**config.mk**
```make
export PLATFORM = sky130hd
export DESIGN_NAME = fifo_wr_arbiter
export DESIGN_NICKNAME = d
export VERILOG_FILES = /design/src/rtl/fifo_wr_arbiter.sv
export SDC_FILE = /design/constraint.sdc
export NUM_CORES = 1
export LEC_CHECK = 0
export ABC_AREA = 0
export ABC_CLOCK_PERIOD_IN_PS = 2600
export CAP_MARGIN = 15
export CELL_PAD_IN_SITES_DETAIL_PLACEMENT = 0
export CELL_PAD_IN_SITES_GLOBAL_PLACEMENT = 1
export CORE_MARGIN = 5
export CORE_UTILIZATION = 26
export DETAILED_ROUTE_END_ITERATION = 8
export GPL_TIMING_DRIVEN = 0
export PLACE_DENSITY_LB_ADDON = 0.12
export SLEW_MARGIN = 25
export SYNTH_ARGS = -nofsm -noshare
export SYNTH_HDL_FRONTEND = slang
export SYNTH_SLANG_ARGS = --single-unit
```
**constraint.sdc**
```tcl
create_clock -name wclk -period 2.6 [get_ports wclk]
set_clock_uncertainty 0.2 [all_clocks]
set_input_delay 0.52 -clock wclk [delete_from_list [all_inputs] [get_ports wclk]]
set_output_delay 0.52 -clock wclk [all_outputs]
set_load 0.05 [all_outputs]
```
**src/rtl/fifo_wr_arbiter.sv**
```systemverilog
// Round-robin, burst-locking arbiter that shares one async-FIFO write port
// among NREQ producers in the write clock domain.
module fifo_wr_arbiter #(
  parameter int NREQ      = 4,
  parameter int DW        = 8,
  parameter int MAX_BURST = 4
) (
  input  logic                     wclk,
  input  logic                     wrst_n,
  input  logic [NREQ-1:0]          req_valid,
  input  logic [NREQ*DW-1:0]       req_data,
  output logic [NREQ-1:0]          req_ready,
  output logic                     winc,
  output logic [DW-1:0]            wdata,
  input  logic                     wfull,
  output logic [$clog2(NREQ)-1:0]  grant_id,
  output logic                     busy,
  output logic [15:0]              stall_cnt
);

  localparam int IDW = $clog2(NREQ);
  localparam int BW  = (MAX_BURST > 1) ? $clog2(MAX_BURST) : 1;

  typedef enum logic {IDLE, GRANT} state_t;

  state_t         state_q, state_d;
  logic [IDW-1:0] rr_ptr_q, rr_ptr_d;
  logic [IDW-1:0] grant_id_q, grant_id_d;
  logic [BW-1:0]  beat_cnt_q, beat_cnt_d;
  logic [15:0]    stall_cnt_q, stall_cnt_d;

  logic [IDW-1:0] pick;
  logic           pick_vld;
  logic [IDW-1:0] next_ptr;
  logic           owner_valid;
  logic [DW-1:0]  owner_data;

  // Scan offsets from the highest down so the smallest offset from rr_ptr wins.
  always_comb begin
    int idx;
    idx      = 0;
    pick     = '0;
    pick_vld = 1'b0;
    for (int k = NREQ - 1; k >= 0; k--) begin
      idx = int'(rr_ptr_q) + k;
      if (idx >= NREQ) idx = idx - NREQ;
      if (req_valid[idx]) begin
        pick     = IDW'(idx);
        pick_vld = 1'b1;
      end
    end
  end

  always_comb begin
    owner_valid = 1'b0;
    owner_data  = '0;
    for (int i = 0; i < NREQ; i++) begin
      if (IDW'(i) == grant_id_q) begin
        owner_valid = req_valid[i];
        owner_data  = req_data[i*DW +: DW];
      end
    end
    next_ptr = (grant_id_q == IDW'(NREQ - 1)) ? '0 : grant_id_q + 1'b1;
  end

  always_comb begin
    state_d     = state_q;
    rr_ptr_d    = rr_ptr_q;
    grant_id_d  = grant_id_q;
    beat_cnt_d  = beat_cnt_q;
    stall_cnt_d = stall_cnt_q;
    winc        = 1'b0;
    req_ready   = '0;
    wdata       = '0;
    busy        = 1'b0;

    case (state_q)
      IDLE: begin
        if (pick_vld) begin
          state_d    = GRANT;
          grant_id_d = pick;
          beat_cnt_d = '0;
        end
      end
      GRANT: begin
        busy                  = 1'b1;
        wdata                 = owner_data;
        req_ready[grant_id_q] = ~wfull;
        winc                  = owner_valid & ~wfull;
        // A full FIFO freezes the grant; only stalled-but-valid cycles are counted.
        if (wfull) begin
          if (owner_valid && stall_cnt_q != 16'hFFFF) stall_cnt_d = stall_cnt_q + 16'd1;
        end else if (owner_valid) begin
          if (beat_cnt_q == BW'(MAX_BURST - 1)) begin
            state_d    = IDLE;
            rr_ptr_d   = next_ptr;
            beat_cnt_d = '0;
          end else begin
            beat_cnt_d = beat_cnt_q + 1'b1;
          end
        end else begin
          state_d    = IDLE;
          rr_ptr_d   = next_ptr;
          beat_cnt_d = '0;
        end
      end
      default: state_d = IDLE;
    endcase

    if (!wrst_n) begin
      winc      = 1'b0;
      req_ready = '0;
      wdata     = '0;
      busy      = 1'b0;
    end
  end

  always_ff @(posedge wclk) begin
    if (!wrst_n) begin
      state_q     <= IDLE;
      rr_ptr_q    <= '0;
      grant_id_q  <= '0;
      beat_cnt_q  <= '0;
      stall_cnt_q <= '0;
    end else begin
      state_q     <= state_d;
      rr_ptr_q    <= rr_ptr_d;
      grant_id_q  <= grant_id_d;
      beat_cnt_q  <= beat_cnt_d;
      stall_cnt_q <= stall_cnt_d;
    end
  end

  assign grant_id  = grant_id_q;
  assign stall_cnt = stall_cnt_q;

endmodule

```
# Word-level counts from Yosys, hierarchy flattened
# Cells that the tools add are included.
# Widths: inputs -> output; s select.
dict set report word_totals {
  word_cells 100
  register_bits 23
  input_bits 39
}
dict set report classes {
  addsub 10
  order_cmp 10
  mux 55
  n_eq_ne 9
  bitwise_logic 4
  n_reduce_logical 7
}
# cell count
set ops {}
lappend ops {{$lt 32x4->1 const B} 4}
lappend ops {{$mux 32} 4}
lappend ops {{$mux 8} 6}
lappend ops {{$mux 1} 25}
lappend ops {{$mux 2} 11}
lappend ops {{$add 16x1->16 const B} 1}
lappend ops {{$ne 16x16->1 const B} 1}
lappend ops {{$sub 3x3->4 const B} 3}
lappend ops {{$ge 3x3->1 const B} 3}
lappend ops {{$bmux 1 s2} 4}
lappend ops {{$mux 4} 2}
lappend ops {{$add 2x2->3 const B} 2}
lappend ops {{$reduce_and 3->1} 2}
lappend ops {{$add 2x1->2 const B} 2}
lappend ops {{$and 4x4->4} 1}
lappend ops {{$eq 2x2->1 const A} 2}
lappend ops {{$eq 2x2->1 const B} 2}
lappend ops {{$ne 2x2->1 const B} 2}
lappend ops {{$pmux 2 s2} 1}
lappend ops {{$reduce_and 2->1} 2}
lappend ops {{$sub 2x3->4 const B} 1}
lappend ops {{$add 2x1->3 const B} 1}
lappend ops {{$ge 2x3->1 const B} 1}
lappend ops {{$lt 2x3->1 const B} 1}
lappend ops {{other kinds (9)} 11}

# Depth between registers and ports, before layout
# Gate-level depths: netlist of run 1.
dict set report logic_depth {
  word_depth 12
  ltp_mapped 11
  depth_no_buf 7
}

# Worst setup path after synthesis of run 1
# OpenSTA, ideal clock, no wires.
dict set report synth_timing {
  path_kind {flip-flop to output port}
  startpoint {reg grant_id_q[0] (netlist: grant_id[0])}
  endpoint {out winc}
  t_arrival_ns 2.755
  required_time_ns 1.880
  stages_incl_launch_ff 8
  setup_slack_ns -0.875
  path_cell_list {dfxtp_1 -> inv_1 -> ha_1 -> buf_2 -> nor3b_1 -> a211o_1 -> buf_6 -> nor3_1}
}
dict set report synth_via {
  elab_chain_cells 8
}
# element line
set synth_lines {}
lappend synth_lines {{start, declared} 28} ;# logic [IDW-1:0] grant_id_q, grant_id_d;
lappend synth_lines {{start signal, assigned} 128} ;# grant_id_q <= grant_id_d;
lappend synth_lines {{$logic_not 2->1} 58} ;# if (IDW'(i) == grant_id_q) begin
lappend synth_lines {{$mux 1 (3 in a row)} 58}
lappend synth_lines {{$mux 1 *} 58}
lappend synth_lines {{$and 1x1->1 *} 89} ;# winc = owner_valid & ~wfull;
lappend synth_lines {{$mux 1 *} 77} ;# case (state_q)
lappend synth_lines {{$mux 1 *} 110} ;# if (!wrst_n) begin
lappend synth_lines {{end, declared} 13} ;# output logic winc,
# Every way passes the cells marked *; elsewhere a longest branch is shown, timed or not.

# Worst setup path after layout of run 1
dict set report layout_timing {
  startpoint {reg grant_id_q[1] (netlist: grant_id[1])}
  endpoint {reg stall_cnt_q[11] (netlist: stall_cnt[11])}
}
dict set report layout_via {
  elab_chain_cells 7
}
# element line
set layout_lines {}
lappend layout_lines {{$logic_not 2->1} 58}
lappend layout_lines {{$mux 1 (3 in a row)} 58}
lappend layout_lines {{$mux 1 *} 58}
lappend layout_lines {{$logic_and 1x1->1 *} 92} ;# if (owner_valid && stall_cnt_q != 16'hFFFF) stall_cnt_d = stall_cnt_q + 16'd1;
lappend layout_lines {{$reduce_and 3->1 (no source line) *} -}
lappend layout_lines {{end signal, assigned} 130} ;# stall_cnt_q <= stall_cnt_d;
lappend layout_lines {{end, declared} 30} ;# logic [15:0] stall_cnt_q, stall_cnt_d;
# Marked as above.
# A chain may end at the register's enable or synchronous reset.

==> results.md, run 1 <==
* Area of combinational cells with multiple inputs at 1340 um2
* Sequential cell area fraction in the yosys report at 28.6%
* Measured slew at the worst slew-check pin at 541 ps
* Final GP Congestion at 0.727
* Global routing usage summed across all routing layers at 14.1%
* Pin count of the biggest net entering global routing at 15
* Layout Utilization at 47.2%
* Wire length after detailed routing at 5680 um
* Slowest stage delay, CP at 490 ps
* Worst-case headroom to the max-slew limit at 63.8%
* Max-cap check violation count at 0
* Launch instance of the worst min-delay path: beat_cnt_q[1]$_SDFFE_PN0P_
* Critical path origin: grant_id[1]$_SDFFE_PN0P_
* Mapped Cells at 212
* Placement row count at 28
* Clock-pin slew on the worst setup and hold paths at 90 ps
* Insertion delay to the later sink of the worst-skew pair at 270 ps
* Synth cell types at 38
* Slowest stage cell, crit path: sky130_fd_sc_hd__or4_4
* Number of ports placed on the die boundary at 71
* Avg WL per Cell at 15.6 um
* Count of TritonRoute iterations in the first routing pass at 4
* Part of the cycle the worst path needs at 96.5%
* Top FF cell, synth: sky130_fd_sc_hd__dfxtp_1
* Number of enable flip-flop cells after synthesis at 0
* Total count of hold-check failures in the final report at 0
* DR vias at 1826
* Result of the run: complete, no violations
* Reg-to-reg setup timing slack at 90 ps
* Net count of the mapped netlist at 257
* Peak fanout along the critical path at 8
* CTS tree: yes
* Via count of the first global-routing pass at 1812
* RSZ-0062 raised after global routing: true
* Register Area at 468 um2
* WP data required at 2610 ps
* Proportion of layout cells with a drive suffix above 1 at 29.7%
* Type of destination of the critical path: register
* Leakage Power at 0.982 nW
* ANT nets after route at 0
* Placed wire-length estimate at 4130 um
* Height of the die at 88.7 um
* PortBufs at 69
* Syn avg cell area at 7.60 um2
* PwrDens at 348 nW/um2
* Peak supply drop at 0.200 mV
* Effective utilization at floorplan at 26.9%
* Buffer levels on the longest clock path at 2
* Antenna violations before repair at 0
* Setup violations, final at 0
* Sink Count at 23
* Die area at 7870 um2
* List of cells traversed by the critical path: inv_4, ha_4, nand3b_4, a211o_1, buf_6, or3_4, or4_4, a21oi_2
* Final Max Slew Viols at 0
* Ratio of routed vias to standard cells at 5.00
* H-tree levels at 1
* Antenna diodes at 0
* Area growth from synthesis to layout at 75.3%
* Yosys warnings at 0
* Cell area after synthesis at 1610 um2
* Cts bufs inserted at 3
* Root buf cell: sky130_fd_sc_hd__clkbuf_8
* Fill cells at 582
* Async S/R FF share, synth at 0%
* Summed negative setup slack over all endpoints at 0 ps
* Number of remaining DRC errors at 0
* Arrival time worst endpoint at 2520 ps
* Hold buffer count at cts at 0
* 1st-iter DRT viols at 58
* Highest clock frequency the design can meet at 0.398 GHz
* Category of the most critical setup path: register to register
* Final global-route overflow total at 0
* Launching element type of the critical path: register
* Hold Path Class: register to register
* Startpoint of the lowest-slack register-to-register path: grant_id[1]$_SDFFE_PN0P_
* Count of state elements after synthesis at 23
* Final min period at 2510 ps
* Placeable core region at 5990 um2
* Horizontal die dimension at 88.7 um
* Net count of the finished layout at 336
* First-pass GRT wire length at 8940 um
worst paths after layout:
kind	end	cells past startpoint
setup / recovery	stall_cnt[11]$_SDFFE_PN0P_	8
hold / removal	beat_cnt_q[1]$_SDFFE_PN0P_	1
setup reg to reg	stall_cnt[11]$_SDFFE_PN0P_	8
hold reg to reg	beat_cnt_q[1]$_SDFFE_PN0P_	1
metrics by stage:
stage,hold WS (ps),cell area [um2],setup WS [ps],power (mW),std cells
after floorplan,262,1690,-72.7,0.559,212
after global placement,284,2480,-814,0.682,356
after detailed placement,293,2480,-797,0.681,356
after CTS,316,2680,-12.0,0.959,367
after global routing,342,2830,-20.0,1.03,365
final,308,2830,89.9,0.982,365
flip-flops by register name, summed over array words and instances (netlist names):
signal	flops
rr_ptr_q	2
stall_cnt	16
beat_cnt_q	2
grant_id	2
state_q	1
per-layer routing:
layer | part of all wire, % | track usage [%] | vias to the layer above | wire length [um]
met5 | 0 | 0 | - | 0
met1 | 45 | 18.3 | 839 | 2580
li1 | - | - | 933 | -
met2 | 48 | 24.6 | 50 | 2700
met4 | 0.55 | 2.47 | 0 | 31
met3 | 6.5 | 2.61 | 4 | 370
cell type report:
cell class	instances	area share (%)
Clock buffer	3	1.46
Buffer	11	3.37
Multi-Input combinational cell	167	47.3
Tap cell	75	3.32
Inverter	7	1.11
Clock inverter	1	0.266
Sequential cell	23	16.6
Timing Repair Buffer	78	26.6
logic make-up (layout without fill, tap and decap cells):
| kind of cell | count (synthesis) | count (layout) | synth area share (%) |
|---|---|---|---|
| xor+xnor | 5 | 5 | 2.72 |
| simple gates | 105 | 105 | 36.8 |
| buf+inv | 22 | 100 | 6.44 |
| flops | 23 | 23 | 28.6 |
| compound gates | 49 | 49 | 19.6 |
| fa+ha+maj | 6 | 6 | 4.66 |
| mux | 2 | 2 | 1.24 |
repair_timing:
item	CTS	global route
buffers inserted	9	0
pin swaps	7	13
gates resized for setup	102	55
setup endpoints to repair	24	23
power breakdown:
part | leakage, nW | switching (mW) | internal (mW)
clock | 0.0217 | 0.126 | 0.109
combinational | 0.773 | 0.194 | 0.184
sequential | 0.188 | 0.0117 | 0.359
total | 0.982 | 0.331 | 0.651
cell usage in the layout (no fill, tap or decap), drive strengths merged, types with 2 or more instances in the layout:
master	instances
a21oi	23
clkdlybuf4s50	51
inv	6
nor2	18
and2	5
nor4	8
clkbuf	6
nand3b	2
xnor2	5
nor2b	18
nand4	5
or2	2
o31ai	7
nor4b	2
dlygate4sd2	5
and3	2
mux2i	2
nand3	6
a221oi	8
nor3	10
nor3b	2
ha	6
or3	3
o41ai	2
o21ai	4
nand2	13
nand2b	2
dfxtp	23
buf	30
or4	6
synthesized netlist by cell type, types with 2 or more instances:
master                      n  share of area (%)
sky130_fd_sc_hd__mux2i_1    2                1.2
sky130_fd_sc_hd__a221oi_1   8                4.3
sky130_fd_sc_hd__clkbuf_1   7                1.6
sky130_fd_sc_hd__inv_1      6                1.4
sky130_fd_sc_hd__ha_1       6                4.7
sky130_fd_sc_hd__buf_6      2                1.4
sky130_fd_sc_hd__nor3_1    10                3.1
sky130_fd_sc_hd__o31ai_1    7                3.3
sky130_fd_sc_hd__and3_1     2               0.78
sky130_fd_sc_hd__nand3_1    6                1.9
sky130_fd_sc_hd__or2_2      2               0.78
sky130_fd_sc_hd__or3_1      3                1.2
sky130_fd_sc_hd__nor3b_1    2               0.93
sky130_fd_sc_hd__nand2_1   13                3.0
sky130_fd_sc_hd__or4_1      6                2.8
sky130_fd_sc_hd__buf_2      5                1.6
sky130_fd_sc_hd__dfxtp_1   23                 29
sky130_fd_sc_hd__and2_1     5                1.9
sky130_fd_sc_hd__a21oi_1   23                7.1
sky130_fd_sc_hd__nand2b_1   2               0.78
sky130_fd_sc_hd__o21ai_0    4                1.2
sky130_fd_sc_hd__nand4_1    5                1.9
sky130_fd_sc_hd__nor4b_1    2                1.1
sky130_fd_sc_hd__nor4_1     8                3.1
sky130_fd_sc_hd__xnor2_1    5                2.7
sky130_fd_sc_hd__nor2_1    18                4.2
sky130_fd_sc_hd__o41ai_1    2                1.1
sky130_fd_sc_hd__nor2b_1   18                7.0
critical path, delay by kind of cell (launching register included):
kind,cells,cell delay (ps)
AOI/OAI and AO/OA,2,400
DFF,1,410
adders and majority gates,1,180
and+or+nand+nor,3,1050
buffers and inverters,2,200
Power figures use the tool's default switching activity.
==> run 2, diff against run 1 <==
--- a/config.mk
+++ b/config.mk
@@ -15,6 +15,7 @@
 export DETAILED_ROUTE_END_ITERATION = 8
 export GPL_TIMING_DRIVEN = 0
 export PLACE_DENSITY_LB_ADDON = 0.12
+export SKIP_LAST_GASP = 1
 export SLEW_MARGIN = 25
 export SYNTH_ARGS = -nofsm -noshare
 export SYNTH_HDL_FRONTEND = slang
==> results.md, run 2 (same netlist as run 1, synthesis figures left out) <==
* Avg WL per Cell at 15.5 um (was 15.6 um)
* Max-cap check violation count at 0 (unchanged)
* Fill cells at 582 (unchanged)
* Final Max Slew Viols at 0 (unchanged)
* Register Area at 468 um2 (unchanged)
* Peak fanout along the critical path at 8 (unchanged)
* Area of combinational cells with multiple inputs at 1330 um2 (was 1340 um2)
* CTS tree: yes (unchanged)
* Global routing usage summed across all routing layers at 13.8% (was 14.1%)
* Switching share of total power at 33.6% (was 33.7%)
* Worst reg2reg path endpoint: stall_cnt[11]$_SDFFE_PN0P_ (unchanged)
* Category of the most critical setup path: register to register (unchanged)
* Fraction of power consumed by the clock network at 23.8% (about the same)
* Number of ports placed on the die boundary at 71 (unchanged)
* Antenna diodes at 0 (unchanged)
* Final hold slack at 308 ps (about the same)
* Clock-pin slew on the worst setup and hold paths at 90 ps (about the same)
* Die area at 7870 um2 (unchanged)
* Startpoint of the lowest-slack register-to-register path: grant_id[1]$_SDFFE_PN0P_ (unchanged)
* Effective utilization at floorplan at 26.9% (unchanged)
* Hold buffer count at cts at 0 (unchanged)
* Result of the run: complete, no violations (unchanged)
* Height of the die at 88.7 um (unchanged)
* Placeable core region at 5990 um2 (unchanged)
* Part of the total power dissipated in sequential elements at 37.8% (was 37.7%)
* Total chip power at 0.981 mW (was 0.982 mW)
* WP data required at 2600 ps (was 2610 ps)
* Leakage Power at 0.983 nW (was 0.982 nW)
* Area growth from synthesis to layout at 75.2% (was 75.3%)
* First-pass GRT wire length at 8740 um (was 8940 um)
* Launching element type of the critical path: register (unchanged)
* Buffer levels on the longest clock path at 2 (unchanged)
* Sink Count at 23 (unchanged)
* ANT nets after route at 0 (unchanged)
* Commonest cells after routing, fill and taps aside: 51 x sky130_fd_sc_hd__clkdlybuf4s50_1, 21 x sky130_fd_sc_hd__dfxtp_1, 18 x sky130_fd_sc_hd__a21oi_1, 14 x sky130_fd_sc_hd__nor2b_1 (was 51 x sky130_fd_sc_hd__clkdlybuf4s50_1, 21 x sky130_fd_sc_hd__dfxtp_1, 17 x sky130_fd_sc_hd__a21oi_1, 14 x sky130_fd_sc_hd__buf_6, 14 x sky130_fd_sc_hd__nor2b_1)
* Layout Utilization at 47.1% (was 47.2%)
* Hold Path Class: register to register (unchanged)
* Horizontal die dimension at 88.7 um (unchanged)
* Power dissipated by switching net loads at 0.330 mW (was 0.331 mW)
* PwrDens at 347 nW/um2 (was 348 nW/um2)
* Via count of the first global-routing pass at 1795 (was 1812)
* Type of destination of the critical path: register (unchanged)
* RSZ-0062 raised after global routing: true (unchanged)
* Final min period at 2530 ps (was 2510 ps)
* Antenna violations before repair at 0 (unchanged)
* Setup violations, final at 0 (unchanged)
* Ratio of routed vias to standard cells at 5.01 (was 5.00)
* DR vias at 1837 (was 1826)
* Wire length after detailed routing at 5690 um (was 5680 um)
* Cts bufs inserted at 3 (unchanged)
* Worst Hold Path Cells at 1 (unchanged)
* Total count of hold-check failures in the final report at 0 (unchanged)
* Part of the cycle the worst path needs at 97.3% (was 96.5%)
* Final GP Congestion at 0.727 (unchanged)
* Flip-flop count of the largest register after layout at 16 (unchanged)
* Root buf cell: sky130_fd_sc_hd__clkbuf_8 (unchanged)
* Summed negative setup slack over all endpoints at 0 ps (unchanged)
* Number of remaining DRC errors at 0 (unchanged)
* Logic pwr share at 38.5% (was 38.4%)
* Post-layout worst setup margin at 70.1 ps (was 89.9 ps)
* Reg-to-reg setup timing slack at 70 ps (was 90 ps)
* Proportion of layout cells with a drive suffix above 1 at 29.8% (was 29.7%)
* Peak supply drop at 0.199 mV (was 0.200 mV)
* Most common cell after layout, fill and taps aside: sky130_fd_sc_hd__clkdlybuf4s50_1 (unchanged)
* 1st-iter DRT viols at 63 (was 58)
* Min-Delay Endpoint: beat_cnt_q[1]$_SDFFE_PN0P_ (unchanged)
* Placed wire-length estimate at 4130 um (unchanged)
* Insertion delay to the later sink of the worst-skew pair at 270 ps (about the same)
* Path depth of the worst reg2reg path at 8 (unchanged)
* P_int at 0.651 mW (about the same)
* H-tree levels at 1 (unchanged)
* Final global-route overflow total at 0 (unchanged)
* Arrival time worst endpoint at 2530 ps (was 2520 ps)
* Pin count of the biggest net entering global routing at 15 (unchanged)
* Pre-CTS worst setup slack at -797 ps (unchanged)
* Measured slew at the worst slew-check pin at 545 ps (was 541 ps)
* Count of TritonRoute iterations in the first routing pass at 4 (unchanged)
* Highest clock frequency the design can meet at 0.395 GHz (was 0.398 GHz)
* PortBufs at 69 (unchanged)
* Launch instance of the worst min-delay path: beat_cnt_q[1]$_SDFFE_PN0P_ (unchanged)
* Worst-case headroom to the max-slew limit at 63.5% (was 63.8%)
* Net count of the finished layout at 338 (was 336)
* Placement row count at 28 (unchanged)
run 2: worst max-delay path by stage:
stage                        startpoint                    endpoint  slack (ps)  cells after the start
2_1_floorplan  grant_id[1]$_SDFFE_PN0P_                        winc         -70                      7
3_3_place_gp                     wrst_n                req_ready[3]        -810                      6
3_5_place_dp                     wrst_n                req_ready[3]        -800                      6
4_1_cts        grant_id[0]$_SDFFE_PN0P_  stall_cnt[15]$_SDFFE_PN0P_         -10                     11
5_1_grt        grant_id[1]$_SDFFE_PN0P_                    wdata[6]         -50                      9
6_report       grant_id[1]$_SDFFE_PN0P_  stall_cnt[11]$_SDFFE_PN0P_          70                      8
run 2: per-layer routing:
layer	global-route usage (%)	routed length, um
met1	18.1	2650
met2	23.3	2670
met3	2.79	334
met4	3.02	31
met5	0	0
run 2: critical path, cell delays in order, from the launching register on:
cell and delay, ps:
sky130_fd_sc_hd__dfxtp_4 380, sky130_fd_sc_hd__buf_4 140, sky130_fd_sc_hd__ha_4 170, sky130_fd_sc_hd__nor3b_1 130, sky130_fd_sc_hd__a211o_1 250, sky130_fd_sc_hd__buf_6 140
sky130_fd_sc_hd__or3_4 420, sky130_fd_sc_hd__or4_4 490, sky130_fd_sc_hd__a21oi_2 130
run 2: through the flow:
step | instances | cell area [um2]
2_1_floorplan | 212 | 1690
5_1_grt | 367 | 2820
3_3_place_gp | 356 | 2480
4_1_cts | 367 | 2660
3_5_place_dp | 356 | 2480
6_report | 367 | 2820
run 2: what timing repair did:
item	4_1_cts	5_1_grt
resized for setup	100	52
pin swaps	7	8
setup endpoints to repair	24	22
setup buffers	9	2
run 2: power by group through the flow:
stage	Sequential (mW)	Combinational, mW	Clock [mW]
after floorplan	0.387	0.172	0
after global placement	0.377	0.305	0
after detailed placement	0.377	0.304	0
after CTS	0.370	0.342	0.243
after global routing	0.372	0.405	0.257
final	0.370	0.377	0.233
run 2: layout make-up:
cell class | instances | share of cell area (%)
Clock inverter | 1 | 0.266
Tap cell | 75 | 3.32
Sequential cell | 23 | 16.6
Clock buffer | 3 | 1.46
Buffer | 11 | 3.37
Inverter | 7 | 1.11
Timing Repair Buffer | 80 | 26.8
Multi-Input combinational cell | 167 | 47.1
==> run 3, diff against run 2 <==
--- a/config.mk
+++ b/config.mk
@@ -12,6 +12,7 @@
 export CELL_PAD_IN_SITES_GLOBAL_PLACEMENT = 1
 export CORE_MARGIN = 5
 export CORE_UTILIZATION = 26
+export CTS_CLUSTER_DIAMETER = 100
 export DETAILED_ROUTE_END_ITERATION = 8
 export GPL_TIMING_DRIVEN = 0
 export PLACE_DENSITY_LB_ADDON = 0.12
==> results of run 3 <==
No change in the layout: final DEF, timing and power equal those of run 2.
